--- src/rtl/wb_regfile_pkg.sv ---
// Core-wide register file constants, shared with the ID/EX forwarding
// and hazard units.
package wb_regfile_pkg;

    localparam int DW       = 32;
    localparam int AW       = 5;
    localparam int NUM_REGS = 32;

    localparam logic [4:0] ZERO_REG = 5'd0;

endpackage

--- src/rtl/wb_regfile.sv ---
// Writeback stage and register file: selects the writeback value, commits
// it, serves two write-through read ports and counts retired writes.
module wb_regfile #(
    parameter int DW   = wb_regfile_pkg::DW,
    parameter int AW   = wb_regfile_pkg::AW,
    parameter int CNTW = 32
) (
    input  logic            clk,
    input  logic            rst,
    input  logic            M2R,
    input  logic            RegWr,
    input  logic [DW-1:0]   MEMData,
    input  logic [DW-1:0]   ALUOut,
    input  logic [AW-1:0]   MEMWB_Rd,
    input  logic [AW-1:0]   rs_addr,
    input  logic [AW-1:0]   rt_addr,
    output logic [DW-1:0]   rs_data,
    output logic [DW-1:0]   rt_data,
    output logic [DW-1:0]   wb_data,
    output logic            wb_valid,
    output logic [CNTW-1:0] retire_cnt
);

    import wb_regfile_pkg::*;

    localparam int NR = 2 ** AW;

    localparam logic [AW-1:0] ZR = AW'(ZERO_REG);

    logic [DW-1:0]   regs_q [NR];
    logic [CNTW-1:0] cnt_q;
    logic [CNTW-1:0] cnt_d;

    always_comb begin
        wb_data  = M2R ? MEMData : ALUOut;
        wb_valid = RegWr && (MEMWB_Rd != ZR);
        cnt_d    = cnt_q + CNTW'(1);
    end

    // Write-through bypass removes the WB->ID hazard; r0 always reads zero.
    always_comb begin
        rs_data = regs_q[rs_addr];
        if (rs_addr == ZR) begin
            rs_data = '0;
        end else if (wb_valid && (rs_addr == MEMWB_Rd)) begin
            rs_data = wb_data;
        end
    end

    always_comb begin
        rt_data = regs_q[rt_addr];
        if (rt_addr == ZR) begin
            rt_data = '0;
        end else if (wb_valid && (rt_addr == MEMWB_Rd)) begin
            rt_data = wb_data;
        end
    end

    always_ff @(posedge clk or negedge rst) begin
        if (!rst) begin
            for (int i = 0; i < NR; i++) begin
                regs_q[i] <= '0;
            end
            cnt_q <= '0;
        end else if (wb_valid) begin
            regs_q[MEMWB_Rd] <= wb_data;
            cnt_q            <= cnt_d;
        end
    end

    assign retire_cnt = cnt_q;

endmodule
--- config.mk ---
export PLATFORM = sky130hd
export DESIGN_NAME = wb_regfile
export DESIGN_NICKNAME = d
export VERILOG_FILES = /design/src/rtl/wb_regfile_pkg.sv /design/src/rtl/wb_regfile.sv
export SDC_FILE = /design/constraint.sdc
export NUM_CORES = 2
export LEC_CHECK = 0
export CORE_MARGIN = 4
export CORE_UTILIZATION = 30
export CTS_BUF_LIST = sky130_fd_sc_hd__clkbuf_16
export CTS_CLUSTER_SIZE = 20
export DETAILED_ROUTE_END_ITERATION = 16
export DONT_BUFFER_PORTS = 1
export PLACE_DENSITY = 0.45
export SETUP_SLACK_MARGIN = 0.3
export SYNTH_ARGS = -nofsm -noshare
export SYNTH_HDL_FRONTEND = slang
export SYNTH_SLANG_ARGS = --single-unit
--- constraint.sdc ---
create_clock -name clk -period 3.51 [get_ports clk]
set_input_delay 0.351 -clock clk [delete_from_list [all_inputs] [get_ports clk]]
set_output_delay 0.351 -clock clk [all_outputs]
set_load 0.01 [all_outputs]
==> impl_metrics.tcl <==
set metrics [dict create \
    status "complete, but fails checks" \
    violations "negative hold slack, max-slew violations, negative setup slack" \
    async_flop_share_pct 100.0 \
    numCtsBuffers 118 \
    finalCriticalPeriod_ns 3.869 \
    r2r-end "retire_cnt[31]" \
    firstDrtPassIters 5 \
    cp.depth 7 \
    track_usage_pct 20.43 \
    synth_nets 5018 \
    drc 0 \
    core_mm2 0.1831 \
    fin_nets 4789 \
    tightest_slew_ns 1.928 \
    yosys.area_share.simple_pct 8.841 \
    cts_htree_levels 3 \
    crit_start "rt_addr[0]" \
    syn_area_mm2 0.05525 \
    start_util_pct 30.18 \
    required_ns 3.16 \
    synthAdderAreaFrac_pct 0.02265 \
    cp_slowest_cell "mux4_2" \
    hold_ws_ns -0.4109 \
    ios 212 \
    synth_compound_area_share_pct 12.71 \
    synth_cells 4934 \
    worstSetupPathType "input pin to primary output" \
    peakVddDrop_mv 0.4554 \
    cp_top_family "multiplexers" \
    r2r-start "retire_cnt[4]" \
    synth_top_family_by_area "multiplexers" \
    vias 38920 \
    synth.area.mux_share_pct 25.14 \
    clock_path_buffers 3 \
    hold_violations 129 \
    fmax_ghz 0.2585 \
    cpMostUsedCell "buf_4" \
    antenna_found_initial 2 \
    dp_hpwl_um 108600 \
    reg2reg_slack_ns 1.27 \
    die_y_um 437.1 \
    syn2layout_area_growth_pct 12.42 \
    grt_max_degree 1057 \
    layout_commonest_cell "dfrtp_1" \
    rows 157 \
    p_switching_w 0.01103 \
    setup_viol 9 \
    r2r_cells 5 \
    setup_slack_ns -0.3586 \
    fp.dieW_um 437.1 \
    synth_seq_area_share_pct 47.83 \
    wirelength_um 198100 \
    leakage_nw 25.90 \
    port_buffers 0 \
    cts_root_buf "clkbuf_16" \
    netlist-cell-type-count 69 \
    post-route-period-util_pct 110.2 \
    ys_warn_count 0 \
    crit_fanout 300 \
    cts.sinks 1056 \
    ys.flop_type "dfrtp_1" \
    relSlewSlack_pct -28.52 \
    critPathLaunchType "input pin" \
    path_cells "mux4_2 -> mux2i_2 -> o22a_1 -> o311a_1 -> nor3_4 -> buf_4 -> buf_4" \
    fin_skew_ns 0.009450 \
    dieArea_mm2 0.1911 \
    final_cell_area_mm2 0.06211 \
    worst-path-buf-inv 2 \
    clkPwrFrac_pct 34.1 \
    place_area_mm2 0.05778 \
    combPwrFrac_pct 21.0 \
    clkTransAtPathRegs_ns 0.06 \
    n_fill_cell 18450 \
    crit_end "rt_data[30]" \
    drt-vias-per-instance 5.354 \
    hold_class "input pin to asynchronous set/reset pin" \
    seq_power_share_pct 44.9 \
    layout_common_cells "1056 x dfrtp_1, 561 x nor2_1, 530 x a21oi_1" \
    synth_xor_area_share_pct 0.6500 \
    synth_edf_count 0 \
    end_kind "primary output" \
    power.internal_w 0.02617 \
    ant_nets 0 \
    grt-ovfl-total 0 \
    cts_tree "done" \
    slew_viol_final 169 \
    grt_pass1_vias 39130 \
    dp.cells 7023 \
    ys_ff_latch 1056 \
    insertion_delay_ns 0.75 \
    powerDensity_mw_per_mm2 598.9 \
    stdcell_count 7270 \
    grt_pass1_wl_um 288600 \
    layout-drive-gt1-share_pct 19.79 \
    drtIter0Drc 3241 \
    postSynthAreaPerCell_um2 11.20 \
    worst_ep_arrival_time_ns 3.52 \
    utilization_pct 33.93 \
    max_stage_delay_ns 1.13 \
    max_cap_viol_count 0 \
    place.gp.congestion 0.7889 \
    p_sw_share_pct 29.65 \
    rsz0062_at_grt "true" \
    drt-wirelength-per-cell_um 27.25 \
    post-place-ws_ns -0.01934 \
]
metal layers:
metal  wire (um)  global-route usage (%)  vias to the layer above  share of wire [%]
met5          11                       0                        -             0.0056
met4        4822                   4.773                        2                2.4
met3        8984                   3.003                      253                4.5
met2       95820                   34.01                     1005                 48
met1       88450                   28.22                    20180                 45
li1            -                       -                    17490                  -
power by group through the flow:
stage	Combinational (W)	Clock, W	Sequential [W]
2_1_floorplan	0.00611	0	0.0163
3_3_place_gp	0.00739	0	0.0168
3_5_place_dp	0.00750	0	0.0169
4_1_cts	0.00758	0.0130	0.0167
5_1_grt	0.00860	0.0135	0.0171
6_report	0.00782	0.0127	0.0167
state kept, by name, indices dropped and copies added, names as in the netlist:
| signal | flops |
|---|---|
| regs_q | 1024 |
| retire_cnt | 32 |
synth_stat cells, types with 28 or more instances:
library cell | number | share of area [%]
a21oi_1 | 532 | 4.8
a221oi_1 | 55 | 0.87
buf_2 | 82 | 0.74
buf_6 | 28 | 0.57
clkbuf_1 | 362 | 2.5
dfrtp_1 | 1056 | 48
inv_1 | 38 | 0.26
mux2i_1 | 264 | 4.8
mux4_2 | 488 | 20
nand2_1 | 534 | 3.6
nand3_1 | 39 | 0.35
nor2_1 | 579 | 3.9
o211ai_1 | 39 | 0.53
o21ai_0 | 468 | 4.2
o21ai_1 | 59 | 0.53
xnor2_1 | 28 | 0.44
worst min path at each step:
| stage | slack (ns) | start | depth (start not counted) | to |
|---|---|---|---|---|
| after global placement | 0.14 | rst | 0 | regs_q[460] |
| after detailed placement | 0.14 | rst | 0 | regs_q[460] |
| after floorplan | 0.06 | rst | 0 | regs_q[0] |
| after global routing | -0.39 | rst | 1 | regs_q[780] |
| after CTS | -0.68 | rst | 0 | regs_q[483] |
| final | -0.41 | rst | 1 | regs_q[969] |
kinds of logic after synthesis:
kind of cell | after synthesis
xor gates and xnor gates | 41
adders and majority gates | 1
and+or+nand+nor | 1228
DFF | 1056
AOI/OAI and AO/OA | 1268
muxes | 775
buffers and inverters | 565
timing repair:
| action | CTS | global route |
|---|---|---|
| hold buffers | 14 | 1 |
| setup endpoints to repair | 10 | 8 |
| setup buffers | 3 | 3 |
| resized for setup | 14 | 9 |
| pin swaps | 4 | 3 |
| gates cloned | 0 | 0 |
| hold endpoints to repair | 1102 | 478 |
layout make-up:
class	count	area, um2	share of cell area (%)
antenna	1	2.502	0.004029
clock buffer	119	2978	4.794
clock inverter	101	885.9	1.426
inverter	40	150.1	0.2417
multi-input combinational	3313	26900	43.31
sequential	1056	26430	42.54
tap	2464	3083	4.964
timing repair buffer	176	1689	2.719
through the flow:
stage	power, W	setup TNS, ns	hold WS [ns]
final	0.03720	-0.9080	-0.4109
after global routing	0.03914	0	-0.3928
after CTS	0.03723	0	-0.6819
after detailed placement	0.02439	-0.01934	0.1382
after global placement	0.02417	-0.05663	0.1397
after floorplan	0.02236	0	0.05541
(Power assumes the default switching activity.)
